### config.mk
export PLATFORM = sky130hd
export DESIGN_NAME = rnn_step_sequencer_flat
export DESIGN_NICKNAME = d
export VERILOG_FILES = /design/src/rtl/rnn_step_sequencer_pkg.sv /design/src/rtl/rnn_step_sequencer_if.sv /design/src/rtl/rnn_step_sequencer_timer.sv /design/src/rtl/rnn_step_sequencer.sv /design/src/flat_wrapper.sv
export SDC_FILE = /design/constraint.sdc
export NUM_CORES = 1
export LEC_CHECK = 0
export ABC_AREA = 0
export BUFFER_PORTS_ARGS = -buffer_cell sky130_fd_sc_hd__buf_2
export CELL_PAD_IN_SITES_DETAIL_PLACEMENT = 0
export CELL_PAD_IN_SITES_GLOBAL_PLACEMENT = 1
export CORE_AREA = 4 4 104 146
export CTS_BUF_LIST = sky130_fd_sc_hd__clkbuf_2
export DETAILED_ROUTE_END_ITERATION = 16
export DIE_AREA = 0 0 108 150
export PLACE_DENSITY_LB_ADDON = 0.3
export SLEW_MARGIN = 20
export SYNTH_ARGS = -nofsm -noshare
export SYNTH_HDL_FRONTEND = slang
export SYNTH_SLANG_ARGS = --single-unit
### constraint.sdc
create_clock -name clk1 -period 1.6 [get_ports clk1]
set_input_delay 0.24 -clock clk1 [delete_from_list [all_inputs] [get_ports clk1]]
set_output_delay 0.24 -clock clk1 [all_outputs]
set_load 0.01 [all_outputs]
### src/rtl/rnn_step_sequencer_pkg.sv
// rnn_pkg: shared defaults, Q3.4 unit constant and sequencer FSM states
package rnn_pkg;
  localparam int DW_DEF = 8;
  localparam int H_DEF = 4;
  localparam int X_DEF = 4;
  localparam int SEQ_LEN_DEF = 8;
  localparam int CELL_LAT_DEF = 6;
  localparam logic signed [7:0] Q_ONE = 8'sh10;
  typedef enum logic [1:0] {IDLE, WAIT, CAPT, EMIT} state_e;
endpackage

### src/rtl/rnn_step_sequencer_if.sv
// rnn_step_sequencer_if: x stream in, cell x/C_tp/H_tp -> C_t/H_t link, H_t stream out
// slave = sequencer view, master = environment view (feature buffer, cell, downstream).
// STATE_INIT_EN adds init_valid/init_c/init_h.
interface rnn_step_sequencer_if
  import rnn_pkg::*;
#(
  parameter int DATA_WIDTH = DW_DEF,
  parameter int H = H_DEF,
  parameter int X = X_DEF,
  parameter int SEQ_LEN = SEQ_LEN_DEF
);
  logic in_valid, in_ready, out_valid, out_ready, out_last;
  logic [X*DATA_WIDTH-1:0] in_x, cell_x;
  logic [H*DATA_WIDTH-1:0] cell_c, cell_h, cell_c_t, cell_h_t, out_h;
  logic [$clog2(SEQ_LEN+1)-1:0] step_idx;
`ifdef STATE_INIT_EN
  logic init_valid;
  logic [H*DATA_WIDTH-1:0] init_c, init_h;
`endif
  modport slave (
`ifdef STATE_INIT_EN
    input init_valid, init_c, init_h,
`endif
    input in_valid, in_x, cell_c_t, cell_h_t, out_ready,
    output in_ready, cell_x, cell_c, cell_h, out_valid, out_h, out_last, step_idx
  );
  modport master (
`ifdef STATE_INIT_EN
    output init_valid, init_c, init_h,
`endif
    output in_valid, in_x, cell_c_t, cell_h_t, out_ready,
    input in_ready, cell_x, cell_c, cell_h, out_valid, out_h, out_last, step_idx
  );
endinterface

### src/rtl/rnn_step_sequencer_timer.sv
// cell_wait_timer: start pulse -> done high while the count sits at CELL_LAT-1
// Ports: clk1, rst (sync, active-high), start_i, done_o.
module cell_wait_timer #(
  parameter int CELL_LAT = 6
) (
  input  logic clk1,
  input  logic rst,
  input  logic start_i,
  output logic done_o
);
  localparam int CW = $clog2(CELL_LAT + 1);
  logic [CW-1:0] cnt_q;
  logic active_q;
  assign done_o = active_q && cnt_q == CW'(CELL_LAT - 1);
  always_ff @(posedge clk1) begin
    if (rst) begin
      cnt_q <= '0;
      active_q <= 1'b0;
    end else if (start_i) begin
      cnt_q <= '0;
      active_q <= 1'b1;
    end else if (active_q) begin
      cnt_q <= done_o ? cnt_q : cnt_q + CW'(1);
      active_q <= !done_o;
    end
  end
endmodule

### src/rtl/rnn_step_sequencer.sv
// rnn_step_sequencer: steps the recurrent cell through SEQ_LEN time steps, holding C/H state
// Ports: clk1, rst (sync, active-high), bus (rnn_step_sequencer_if.slave).
// STATE_INIT_EN: init_valid in IDLE at step 0 loads init_c/init_h as the starting state.
module rnn_step_sequencer
  import rnn_pkg::*;
#(
  parameter int DATA_WIDTH = DW_DEF,
  parameter int H = H_DEF,
  parameter int X = X_DEF,
  parameter int SEQ_LEN = SEQ_LEN_DEF,
  parameter int CELL_LAT = CELL_LAT_DEF
) (
  input logic clk1,
  input logic rst,
  rnn_step_sequencer_if.slave bus
);
  localparam int SW = $clog2(SEQ_LEN + 1);
  state_e state_q;
  logic [X*DATA_WIDTH-1:0] x_q;
  logic [H*DATA_WIDTH-1:0] c_q, h_q, oh_q;
  logic ov_q, ol_q, done;
  logic [SW-1:0] step_q;
  wire last_step = step_q == SW'(SEQ_LEN - 1);
  cell_wait_timer #(.CELL_LAT(CELL_LAT)) u_timer (
    .clk1(clk1),
    .rst(rst),
    .start_i(state_q == IDLE && bus.in_valid),
    .done_o(done)
  );
  assign bus.in_ready = state_q == IDLE;
  assign bus.cell_x = x_q;
  assign bus.cell_c = c_q;
  assign bus.cell_h = h_q;
  assign bus.out_h = oh_q;
  assign bus.out_valid = ov_q;
  assign bus.out_last = ol_q;
  assign bus.step_idx = step_q;
  always_ff @(posedge clk1) begin
    if (rst) begin
      state_q <= IDLE;
      x_q <= '0;
      c_q <= '0;
      h_q <= '0;
      oh_q <= '0;
      ov_q <= 1'b0;
      ol_q <= 1'b0;
      step_q <= '0;
    end else begin
      unique case (state_q)
        IDLE: begin
`ifdef STATE_INIT_EN
          if (bus.init_valid && step_q == '0) begin
            c_q <= bus.init_c;
            h_q <= bus.init_h;
          end
`endif
          if (bus.in_valid) begin
            x_q <= bus.in_x;
            state_q <= WAIT;
          end
        end
        WAIT: state_q <= done ? CAPT : WAIT;
        CAPT: begin
          c_q <= bus.cell_c_t;
          h_q <= bus.cell_h_t;
          oh_q <= bus.cell_h_t;
          ov_q <= 1'b1;
          ol_q <= last_step;
          state_q <= EMIT;
        end
        EMIT: if (bus.out_ready) begin
          ov_q <= 1'b0;
          state_q <= IDLE;
          step_q <= last_step ? '0 : step_q + SW'(1);
          if (last_step) begin
            c_q <= '0;
            h_q <= '0;
          end
        end
        default: state_q <= IDLE;
      endcase
    end
  end
endmodule

### src/flat_wrapper.sv
// flat-port wrapper written by rule: the top's interface ports become plain ports
module rnn_step_sequencer_flat import rnn_pkg::*;
#(
  parameter int DATA_WIDTH = DW_DEF,
  parameter int H = H_DEF,
  parameter int X = X_DEF,
  parameter int SEQ_LEN = SEQ_LEN_DEF,
  parameter int CELL_LAT = CELL_LAT_DEF
)
  (clk1, rst, bus_in_valid, bus_in_x, bus_cell_c_t, bus_cell_h_t, bus_out_ready, bus_in_ready, bus_cell_x, bus_cell_c, bus_cell_h, bus_out_valid, bus_out_h, bus_out_last, bus_step_idx);
  rnn_step_sequencer_if #(.DATA_WIDTH(DATA_WIDTH), .H(H), .X(X), .SEQ_LEN(SEQ_LEN)) bus_i ();
  input logic clk1;
  input logic rst;
  input wire logic [$bits(bus_i.in_valid)-1:0] bus_in_valid;
  input wire logic [$bits(bus_i.in_x)-1:0] bus_in_x;
  input wire logic [$bits(bus_i.cell_c_t)-1:0] bus_cell_c_t;
  input wire logic [$bits(bus_i.cell_h_t)-1:0] bus_cell_h_t;
  input wire logic [$bits(bus_i.out_ready)-1:0] bus_out_ready;
  output wire logic [$bits(bus_i.in_ready)-1:0] bus_in_ready;
  output wire logic [$bits(bus_i.cell_x)-1:0] bus_cell_x;
  output wire logic [$bits(bus_i.cell_c)-1:0] bus_cell_c;
  output wire logic [$bits(bus_i.cell_h)-1:0] bus_cell_h;
  output wire logic [$bits(bus_i.out_valid)-1:0] bus_out_valid;
  output wire logic [$bits(bus_i.out_h)-1:0] bus_out_h;
  output wire logic [$bits(bus_i.out_last)-1:0] bus_out_last;
  output wire logic [$bits(bus_i.step_idx)-1:0] bus_step_idx;
  assign bus_i.in_valid = bus_in_valid;
  assign bus_i.in_x = bus_in_x;
  assign bus_i.cell_c_t = bus_cell_c_t;
  assign bus_i.cell_h_t = bus_cell_h_t;
  assign bus_i.out_ready = bus_out_ready;
  assign bus_in_ready = bus_i.in_ready;
  assign bus_cell_x = bus_i.cell_x;
  assign bus_cell_c = bus_i.cell_c;
  assign bus_cell_h = bus_i.cell_h;
  assign bus_out_valid = bus_i.out_valid;
  assign bus_out_h = bus_i.out_h;
  assign bus_out_last = bus_i.out_last;
  assign bus_step_idx = bus_i.step_idx;
  rnn_step_sequencer #(.DATA_WIDTH(DATA_WIDTH), .H(H), .X(X), .SEQ_LEN(SEQ_LEN), .CELL_LAT(CELL_LAT)) u_core (.clk1(clk1), .rst(rst), .bus(bus_i));
endmodule
After elaboration in Yosys (flattened, before gate mapping)
Cells that the tools add are included.
{"block": "classes", "addsub": 2, "eq_ne": 8, "n_mux": 13, "bitwise_logic": 1, "reduce_logical": 12}
{"cell": "$pmux W32 S2", "n": 2}
{"cell": "$mux W32", "n": 2}
{"cell": "$reduce_and A2 Y1", "n": 5}
{"cell": "$pmux W2 S4", "n": 1}
{"cell": "$mux W2", "n": 3}
{"cell": "$add A4 B1 Y4 const B", "n": 1}
{"cell": "$eq A2 B2 Y1 const B", "n": 2}
{"cell": "$eq A4 B3 Y1 const B", "n": 1}
{"cell": "$mux W4", "n": 1}
{"cell": "$ne A2 B2 Y1 const B", "n": 2}
{"cell": "$add A3 B1 Y3 const B", "n": 1}
{"cell": "$eq A3 B3 Y1 const B", "n": 1}
{"cell": "$mux W1", "n": 3}
{"cell": "$reduce_and A3 Y1", "n": 1}
{"cell": "$eq A2 B1 Y1 const B", "n": 1}
{"cell": "$logic_and A1 B1 Y1", "n": 2}
{"cell": "$logic_not A2 Y1", "n": 1}
{"cell": "$ne A2 B1 Y1 const B", "n": 1}
{"cell": "$pmux W1 S2", "n": 1}
{"cell": "$reduce_bool A2 Y1", "n": 1}
{"cell": "$reduce_or A2 Y1", "n": 1}
{"cell": "$logic_not A1 Y1", "n": 1}
{"cell": "$not A1 Y1", "n": 1}
{"block": "totals", "ff_bits": 140, "input_bits": 100, "out_inout_bits": 135, "wordCells": 46}

Longest topological paths before layout
Gate-level depths: netlist of run 1.
{"block": "logic_depth", "word_depth": 5, "depth_mapped": 6, "mapped_depth_nobuf": 5}

Hierarchy
A second synthesis of run 1 with hierarchy kept.
{"block": "hier_totals", "hier_cells": 487, "hier_area_um2": 4859.7}
{"module": "rnn_step_sequencer", "instances": 1, "cells_per_inst": 468, "area_each_um2": 4639.4, "seq_area_each_um2": 2722.6}
{"module": "cell_wait_timer", "instances": 1, "cells_per_inst": 19, "area_each_um2": 220.2, "seq_area_each_um2": 80.1}

Worst setup path after synthesis of run 1
OpenSTA, ideal clock, no wires.
{"block": "synth_timing", "kind": "register to register", "startpoint": "register u_core.step_q[0], in the netlist u_core.bus.step_idx[0]", "endpoint": "register u_core.c_q[23], in the netlist u_core.bus.cell_c[23]", "setup_time_ps": 117, "arrival_ps": 1333, "required_ps": 1483, "setup_slack_ps": 150, "path_stages_with_launch": 6, "n_path_buf": 1, "period_less_slack_ps": 1450, "path_cell_list": "dfxtp_1 ha_1 and4b_1 o22ai_4 buf_6 a22o_1"}
{"block": "synth_between", "elab_chain_cells": 3}
{"item": "start: declaration", "line_no": "rnn_step_sequencer.sv:22", "rtl": "logic [SW-1:0] step_q;"}
{"item": "start signal: assignment", "line_no": "rnn_step_sequencer.sv:74", "rtl": "step_q <= last_step ? '0 : step_q + SW'(1);"}
{"item": "$eq A4 B3 Y1", "line_no": "rnn_step_sequencer.sv:23", "rtl": "wire last_step = step_q == SW'(SEQ_LEN - 1);"}
{"item": "$ne A2 B1 Y1 (no line)"}
{"item": "$reduce_and A3 Y1 (no line)"}
{"item": "end signal: assignment", "line_no": "rnn_step_sequencer.sv:64", "rtl": "c_q <= bus.cell_c_t;"}
{"item": "end: declaration", "line_no": "rnn_step_sequencer.sv:20", "rtl": "logic [H*DATA_WIDTH-1:0] c_q, h_q, oh_q;"}
Every way passes these cells.
A chain may end at the register's enable or synchronous reset.

Worst setup path in the final report of run 1
{"block": "layout_timing", "startpoint": "register u_core.state_q[0]", "endpoint": "output bus_in_ready"}
{"block": "layout_between", "elab_chain_cells": 1}
{"item": "start: declaration", "line_no": "rnn_step_sequencer.sv:18", "rtl": "state_e state_q;"}
{"item": "start signal: assignment", "line_no": "rnn_step_sequencer.sv:62", "rtl": "WAIT: state_q <= done ? CAPT : WAIT;"}
{"item": "$logic_not A2 Y1", "line_no": "rnn_step_sequencer.sv:30", "rtl": "assign bus.in_ready = state_q == IDLE;"}
{"item": "end: declaration", "line_no": "flat_wrapper.sv:19", "rtl": "output wire logic [$bits(bus_i.in_ready)-1:0] bus_in_ready;"}
Every way passes these cells.

==> results.json, run 1 <==
{
  "placedInstanceArea_mm2": 0.00609,
  "dieArea_mm2": 0.0162,
  "max-slew-margin-rel": 0.661,
  "status": "completed",
  "layout_common_cells": "buf_2 (229), dfxtp_1 (121), dlygate4sd3_1 (99)",
  "num_vias": 4461,
  "syn_nets": 551,
  "fmax_mhz": 642,
  "ioPinCount": 235,
  "numCtsBuffers": 17,
  "drt-total-wl_mm": 14.0,
  "insertion_delay_ns": 0.67,
  "power_leakage_uw": 0.00348,
  "drt.antenna.violating_nets": 0,
  "pwr-share-comb": 0.100,
  "fin_cells": 983,
  "mostFrequentLayoutCell": "buf_2",
  "synth.ff_latch_count": 140,
  "stdcell_area_mm2": 0.00749,
  "r2r_cells": 6,
  "p_int_uw": 4990,
  "viasPerCell": 4.54,
  "critPathMaxFanout": 2,
  "synth_flop_cell": "dfxtp_1",
  "worst_ir_drop_vdd_v": 0.000479,
  "clkTransAtPathRegs_ns": 0.24,
  "sequentialPowerShare": 0.537,
  "drv_slew": 0,
  "synth_edf_count": 0,
  "skew_ns": 0.0337,
  "start_util": 0.346,
  "crit_required_ns": 1.36,
  "holdWs_ns": 0.276,
  "cts.sinks": 140,
  "syn_area_per_cell_um2": 10.7,
  "r2r-end": "u_core.bus.cell_x[29]",
  "drc": 0,
  "setup_violations": 0,
  "cts-root-buf": "clkbuf_2",
  "grt_pass1_wl_mm": 21.5,
  "period_needed_ns": 1.56,
  "yosysSeqAreaShare": 0.585,
  "p_clk_frac": 0.362,
  "swShare": 0.250,
  "gp_congestion": 0.724,
  "die_y_um": 150,
  "worst_slew_pin_slew_ns": 0.509,
  "antenna_found_initial": 1,
  "startpoint": "u_core.state_q[0]",
  "arrival_ns": 1.32,
  "place_hpwl_mm": 9.28,
  "core_mm2": 0.0138,
  "r2r_setup_slack_ns": 0.06,
  "min-delay-start": "bus_cell_c_t[0]",
  "drt_iter0_drc": 115,
  "first_pass_iters": 4,
  "post_drt_wl_per_cell_um": 14.3,
  "hold_path_class": "in2reg",
  "io_buffers": 234,
  "cts_tree": "yes",
  "dp.cells": 846,
  "max_cap_violations": 0,
  "synth_area_mm2": 0.00479,
  "timing.setup.tns_ns": 0,
  "worstSetupEndpoint": "bus_in_ready",
  "cts_htree_levels": 4,
  "cts_max_path_buffers": 2,
  "die_x_um": 108,
  "ys_types": 35,
  "drive_gt1_frac": 0.389,
  "grt-ovfl-total": 0,
  "fin_nets": 887,
  "min_period_over_period": 0.974,
  "syn_to_final_growth_pct": 56.3,
  "num_rows": 51,
  "synth-async-reset-ratio": 0,
  "setup.worst_path.class": "reg2out",
  "grt_max_degree": 51,
  "syn_inst": 448,
  "crit_path_end_kind": "output port",
  "crit_path_start_kind": "register",
  "switching_power_uw": 1660,
  "yosysWarnings": 0,
  "rsz0062_at_grt": "yes",
  "hold_violations": 0,
  "regToRegStartpoint": "u_core.state_q[0]",
  "grt_use_total": 0.169,
  "first_global_vias": 4471,
  "power.density_mw_per_mm2": 888
}
==> routing by layer <==
layer / vias to the layer above / track usage / part of all wire
met5: - / 0 / 0
met4: 0 / 0.0739 / 0.021
met3: 24 / 0.0548 / 0.079
met2: 178 / 0.291 / 0.49
met1: 1997 / 0.188 / 0.41
li1: 2262 / - / -
==> registers in the layout (all words and copies together) (netlist names), named ones only <==
name / flops
u_core.bus.cell_x: 32
u_core.bus.out_valid: 1
u_core.state_q: 1
u_core.bus.cell_c: 32
u_core.bus.cell_h: 32
u_core.u_timer.active_q: 1
u_core.bus.step_idx: 4
u_core.bus.out_h: 32
u_core.bus.out_last: 1
u_core.u_timer.cnt_q: 3
==> cell type report <==
class / count / area (um^2)
repair buffers: 351 / 2370
diodes: 1 / 2.50
clock buffers: 17 / 85.1
multi-input cells: 272 / 1750
inverters: 2 / 7.51
well taps: 185 / 231
fillers: 1232 / 6350
flip-flops and latches: 140 / 2830
clock inverters: 15 / 211
==> worst max-delay path, stage by stage, from the launching register on <==
cell	delay, ns
dfxtp_4	0.38
buf_6	0.11
nor2_4	0.07
buf_6	0.11
==> synth_stat cells, types with 2 or more instances <==
library cell | instances | area share
a2111oi_0 | 2 | 0.0037
a211oi_1 | 2 | 0.0031
a21oi_1 | 38 | 0.040
a22o_1 | 32 | 0.058
buf_1 | 3 | 0.0023
buf_12 | 2 | 0.0084
buf_2 | 16 | 0.017
buf_4 | 2 | 0.0031
buf_6 | 8 | 0.019
clkbuf_1 | 3 | 0.0023
dfxtp_1 | 140 | 0.58
ha_1 | 3 | 0.0078
inv_1 | 2 | 0.0016
mux2i_1 | 32 | 0.067
nand2_1 | 70 | 0.055
nand2b_1 | 2 | 0.0026
nand3_1 | 2 | 0.0021
nand4_1 | 2 | 0.0026
nor2_1 | 39 | 0.031
o21ai_0 | 2 | 0.0021
o2bb2ai_1 | 32 | 0.058
==> logic make-up after synthesis <==
group | count (synthesis) | share of synthesized area
AO/OA/AOI/OAI | 111 | 0.174
XOR/XNOR | 2 | 0.00365
adder cells (fa/ha/maj) | 3 | 0.00783
buffers and inverters | 37 | 0.0564
flip-flops | 140 | 0.585
multiplexers | 32 | 0.0668
AND/OR/NAND/NOR | 123 | 0.106
==> through the flow <==
step,util,setup WS (ns),power (uW)
after floorplan,-,0.150,3920
after global placement,0.440,0.0418,4100
after detailed placement,0.440,-0.0230,4110
after CTS,0.535,-0.0869,6750
after global routing,0.541,-0.0978,7000
final,0.541,0.0412,6660
==> power groups by stage <==
stage	logic [uW]	registers (uW)	clock network [uW]
after CTS	657	3580	2510
after floorplan	244	3670	0
after detailed placement	460	3650	0
final	668	3580	2410
after global routing	726	3590	2680
after global placement	455	3650	0
==> worst min path at each step <==
stage	to	depth (start not counted)	slack (ns)
final	u_core.bus.cell_c[0]	3	0.28
after global routing	u_core.bus.cell_c[23]	3	0.17
after CTS	u_core.bus.cell_c[17]	3	0.19
after detailed placement	u_core.bus.cell_h[0]	1	0.44
after global placement	u_core.bus.cell_h[31]	1	0.44
after floorplan	u_core.bus.cell_c[10]	1	0.37
==> what timing repair did <==
action                                  4_1_cts  5_1_grt
gates cloned                                  0        1
endpoints found under the setup margin       35       52
gates resized for setup                      10       24
hold endpoints to repair                    133        0
buffers inserted                              2        2
hold buffers                                 99        0
pin swaps                                     1        1
Power figures use the tool's default switching activity.
==> run 2, diff against run 1 <==
- CORE_AREA: 4 4 104 146 -> 4 4 101 151
- DIE_AREA: 0 0 108 150 -> 0 0 105 155
==> run 2 against run 1 <==
- hold slack better by 0.035 ns
- clock power is 14% lower
- routed wire length is 3.1% lower
- largest power group unchanged
==> results.json, run 2 (synthesized netlist as in run 1, its figures left out) <==
{
  "antenna_found_initial": 1,
  "cts_max_path_buffers": 2,
  "fmax_mhz": 668,
  "drt-total-wl_mm": 13.6,
  "regToRegStartpoint": "u_core.state_q[0]",
  "dp.cells": 822,
  "clkTransAtPathRegs_ns": 0.23,
  "syn_to_final_growth_pct": 52.8,
  "min-delay-start": "bus_cell_c_t[18]",
  "setup_violations": 0,
  "grt_pass1_wl_mm": 22.2,
  "fin_nets": 880,
  "grt_use_total": 0.167,
  "drc": 0,
  "swShare": 0.261,
  "crit_path_start_kind": "register",
  "max-slew-margin-rel": 0.541,
  "skew_ns": 0.0336,
  "period_needed_ns": 1.50,
  "timing.setup.tns_ns": 0,
  "drive_gt1_frac": 0.368,
  "num_rows": 53,
  "holdWs_ns": 0.311,
  "grt-ovfl-total": 0,
  "rsz0062_at_grt": "yes",
  "first_global_vias": 4542,
  "num_vias": 4435,
  "ioPinCount": 235,
  "dieArea_mm2": 0.0163,
  "core_mm2": 0.0139,
  "die_y_um": 155,
  "hold_violations": 0,
  "placedInstanceArea_mm2": 0.00605,
  "startpoint": "u_core.state_q[0]",
  "drt.antenna.violating_nets": 0,
  "crit_required_ns": 2.19,
  "worst_slew_pin_slew_ns": 0.686,
  "grt_max_degree": 109,
  "pwr-share-comb": 0.104,
  "critPathMaxFanout": 32,
  "io_buffers": 234,
  "n_fill_cell": 1245,
  "mostFrequentLayoutCell": "buf_2",
  "layout_common_cells": "buf_2 (233), dfxtp_1 (134), dlygate4sd3_1 (99)",
  "cts.sinks": 140,
  "gp_congestion": 0.738,
  "max_cap_violations": 0,
  "cts-root-buf": "clkbuf_2",
  "arrival_ns": 2.08,
  "die_x_um": 105,
  "hold_path_class": "in2reg",
  "drv_slew": 0,
  "numCtsBuffers": 17,
  "power.density_mw_per_mm2": 863,
  "r2r_setup_slack_ns": 0.10,
  "viasPerCell": 4.64,
  "place_hpwl_mm": 9.05,
  "fin_cells": 956,
  "cts_tree": "yes",
  "post_drt_wl_per_cell_um": 14.2,
  "p_int_uw": 4670,
  "setup.worst_path.class": "reg2reg",
  "switching_power_uw": 1650,
  "r2r_cells": 4,
  "sequentialPowerShare": 0.566,
  "worst_ir_drop_vdd_v": 0.000617,
  "stdcell_area_mm2": 0.00733,
  "r2r-end": "u_core.bus.cell_c[12]",
  "first_pass_iters": 4,
  "min_period_over_period": 0.936,
  "cts_htree_levels": 4,
  "start_util": 0.344,
  "drt_iter0_drc": 91,
  "insertion_delay_ns": 0.65,
  "status": "completed",
  "power_leakage_uw": 0.00342,
  "worstSetupEndpoint": "u_core.bus.cell_c[12]",
  "crit_path_end_kind": "register",
  "p_clk_frac": 0.330
}
[run 2: cell types whose count changed in the layout (fill, tap and decap cells not counted), moves of 4 or more]
cell | previous run | this run
dfxtp_1 | 121 | 134
dfxtp_2 | 17 | 4
buf_6 | 7 | 0
buf_2 | 229 | 233
buf_4 | 13 | 9
[run 2: how the worst min path moves through the flow]
stage	cells after the start	slack (ns)	to
2_1_floorplan	1	0.37	u_core.bus.cell_c[10]
3_3_place_gp	1	0.44	u_core.bus.cell_h[31]
3_5_place_dp	1	0.44	u_core.bus.cell_h[16]
4_1_cts	3	0.21	u_core.bus.cell_c[24]
5_1_grt	3	0.21	u_core.bus.cell_c[24]
6_report	3	0.31	u_core.bus.cell_c[18]
[run 2: cell type report]
cell class / instances / area (um^2) / share of cell area
repair buffers: 345 / 2300 / 0.315
diodes: 1 / 2.50 / 0.000342
well taps: 165 / 206 / 0.0282
clock inverters: 15 / 163 / 0.0222
clock buffers: 17 / 85.1 / 0.0116
multi-input cells: 271 / 1740 / 0.238
flip-flops and latches: 140 / 2820 / 0.384
inverters: 2 / 7.51 / 0.00102
[run 2: power groups by stage]
stage	clock network [uW]	registers [uW]	logic, uW
final	2080	3580	659
after global routing	2340	3590	718
after CTS	2200	3580	656
after detailed placement	0	3650	461
after global placement	0	3650	455
after floorplan	0	3670	244
[run 2: worst max-delay path: stages, from the launching register on]
cell and delay (ns):
dfxtp_4 0.39, buf_4 0.15, nand2b_4 0.15, nor2_4 0.53, a22o_1 0.23
[run 2: through the flow]
stage,total power [uW],utilization,worst slack [ns]
floorplan,3920,-,0.150
global placement,4100,0.434,0.137
detailed placement,4110,0.434,0.0912
CTS,6430,0.525,0.000649
global route,6650,0.526,-0.0324
finish,6320,0.526,0.102
[run 2: routing by layer]
| metal | wire (um) | vias to the layer above | GRT usage | share of wire |
|---|---|---|---|---|
| met4 | 165 | 0 | 0.0582 | 0.012 |
| met5 | 0 | - | 0 | 0 |
| met3 | 951 | 11 | 0.0544 | 0.070 |
| met1 | 5590 | 2013 | 0.187 | 0.41 |
| met2 | 6880 | 175 | 0.296 | 0.51 |
| li1 | - | 2236 | - | - |
[run 2: what timing repair did]
item / 4_1_cts / 5_1_grt
setup buffers: 2 / 0
resized for setup: 6 / 5
gates cloned: 0 / 0
setup endpoints to repair: 2 / 24
pin swaps: 1 / 2
hold endpoints to repair: 133 / 0
hold buffers: 99 / 0
==> run 3, diff against run 2 <==
- SETUP_SLACK_MARGIN: unset -> 0.4
==> run 3 against run 2 <==
- the run now ends with negative setup slack left
- cell count rose by 7.6%
- critical path depth increased by 4
- fmax down 8.3%
- setup slack got worse by 0.14 ns
- global-route usage up 4.4 points
- register-to-register slack lost 0.14 ns
- via count up 13%
- sequential share of layout area down 8.7 points
- hold slack lost 0.23 ns
- routed wire length grew 38%
- largest cell class is now non-clock buffers
- highest routed layer unchanged
==> results.json, run 3 (synthesized netlist as in run 1, its figures left out) <==
{
  "power_leakage_uw": 0.00443,
  "worst_slew_pin_slew_ns": 0.765,
  "fin_cells": 1029,
  "cts_max_path_buffers": 2,
  "viasPerCell": 4.87,
  "syn_to_final_growth_pct": 110,
  "antennaDiodeCount": 0,
  "drive_gt1_frac": 0.677,
  "holdWs_ns": 0.0828,
  "mostFrequentLayoutCell": "buf_6",
  "dp.cells": 823,
  "crit_path_end_kind": "register",
  "hold_violations": 0,
  "worst_slack_ns": -0.0337,
  "start_util": 0.344,
  "first_pass_iters": 4,
  "min_period_over_period": 1.02,
  "skew_ns": 0.0296,
  "placedInstanceArea_mm2": 0.00605,
  "fmax_mhz": 612,
  "numCtsBuffers": 17,
  "cts.sinks": 140,
  "grt-ovfl-total": 0,
  "dieArea_mm2": 0.0163,
  "die_y_um": 155,
  "drc": 0,
  "post_drt_wl_per_cell_um": 18.2,
  "arrival_ns": 2.21,
  "pre_cts_ws_ns": -0.0368,
  "critPathMaxFanout": 5,
  "num_rows": 53,
  "grt_use_total": 0.211,
  "rsz0062_at_grt": "yes",
  "fin_nets": 954,
  "crit_path_start_kind": "register",
  "ioPinCount": 235,
  "hold_path_class": "in2reg",
  "worst_ir_drop_vdd_v": 0.000433,
  "clkTransAtPathRegs_ns": 0.23,
  "crit_required_ns": 2.17,
  "die_x_um": 105,
  "power.density_mw_per_mm2": 678,
  "cts_htree_levels": 4,
  "grt_max_degree": 63,
  "setup.worst_path.class": "reg2reg",
  "fin_util": 0.722,
  "cts_tree": "yes",
  "num_vias": 5013,
  "setup_violations": 5,
  "drt-total-wl_mm": 18.8,
  "drt_iter0_drc": 126,
  "antenna_found_initial": 0,
  "cts-root-buf": "clkbuf_2",
  "layout_common_cells": "buf_6 (150), dfxtp_2 (132), dlygate4sd3_1 (100)",
  "io_buffers": 234,
  "max-slew-margin-rel": 0.490,
  "insertion_delay_ns": 0.67,
  "max_cap_violations": 0,
  "place_hpwl_mm": 9.46,
  "violations": "negative setup slack",
  "drv_slew": 0,
  "drt.antenna.violating_nets": 0,
  "core_mm2": 0.0139,
  "stdcell_area_mm2": 0.0100,
  "status": "finished with violations",
  "period_needed_ns": 1.63,
  "gp_congestion": 0.769,
  "grt_pass1_wl_mm": 27.1,
  "first_global_vias": 5164
}
## run 3: changes by cell type in the layout (fill, tap and decap cells not counted), sizes merged, moves of 2 or more
cell    previous run  this run
inv                7         9
clkbuf            17        20
buf              246       315
clkinv             5         2
## run 3: stage by stage
stage                     TNS [ns]  total power, uW
after floorplan                  0             3910
after global placement           0             4100
after detailed placement    -0.628             4110
after CTS                   -0.168             6710
after global routing         -1.03             7110
final                       -0.110             6820
## run 3: cell type report
type | instances | area, um^2
Clock buffer | 17 | 85.1
Clock inverter | 15 | 161
Fill cell | 900 | 3880
Inverter | 2 | 7.51
Multi-Input combinational cell | 272 | 2360
Sequential cell | 140 | 2990
Tap cell | 165 | 206
Timing Repair Buffer | 418 | 4240
## run 3: worst paths after layout
| check | start | to | slack, ns | cells past startpoint |
|---|---|---|---|---|
| worst min register to register | u_core.bus.out_h[24] | u_core.bus.out_h[24] | 0.47 | 2 |
| worst min-delay path | rst | u_core.bus.cell_c[12] | 0.08 | 4 |
| worst max-delay path | u_core.state_q[0] | u_core.bus.cell_x[9] | -0.03 | 8 |
| worst max register to register | u_core.state_q[0] | u_core.bus.cell_x[9] | -0.03 | 8 |
## run 3: timing repair
action / in CTS / in global routing
gates cloned: 16 / 3
pin swaps: 7 / 60
setup buffers: 20 / 35
endpoints found under the setup margin: 271 / 272
gates resized for setup: 318 / 150
endpoints found under the hold margin: 139 / 0
hold buffers: 100 / 0
## run 3: metal layers
layer	part of all wire	wire length [um]	vias to the layer above	GRT usage
met5	0	0	-	0
met4	0.024	459	0	0.0907
met3	0.061	1150	29	0.0631
met2	0.55	10400	196	0.389
met1	0.36	6790	2400	0.221
li1	-	-	2388	-
## run 3: critical path: stages (launching register included)
cell and delay [ns]:
dfxtp_2 0.37, buf_6 0.12, buf_8 0.12, nor3b_4 0.22, buf_6 0.19, buf_6 0.12, buf_16 0.12, mux2i_1 0.22
nor2_1 0.06
## run 3: where the power goes
group	internal (uW)	switching (uW)
clock network	743	1380
logic	672	434
registers	3550	44.9
total	4960	1850
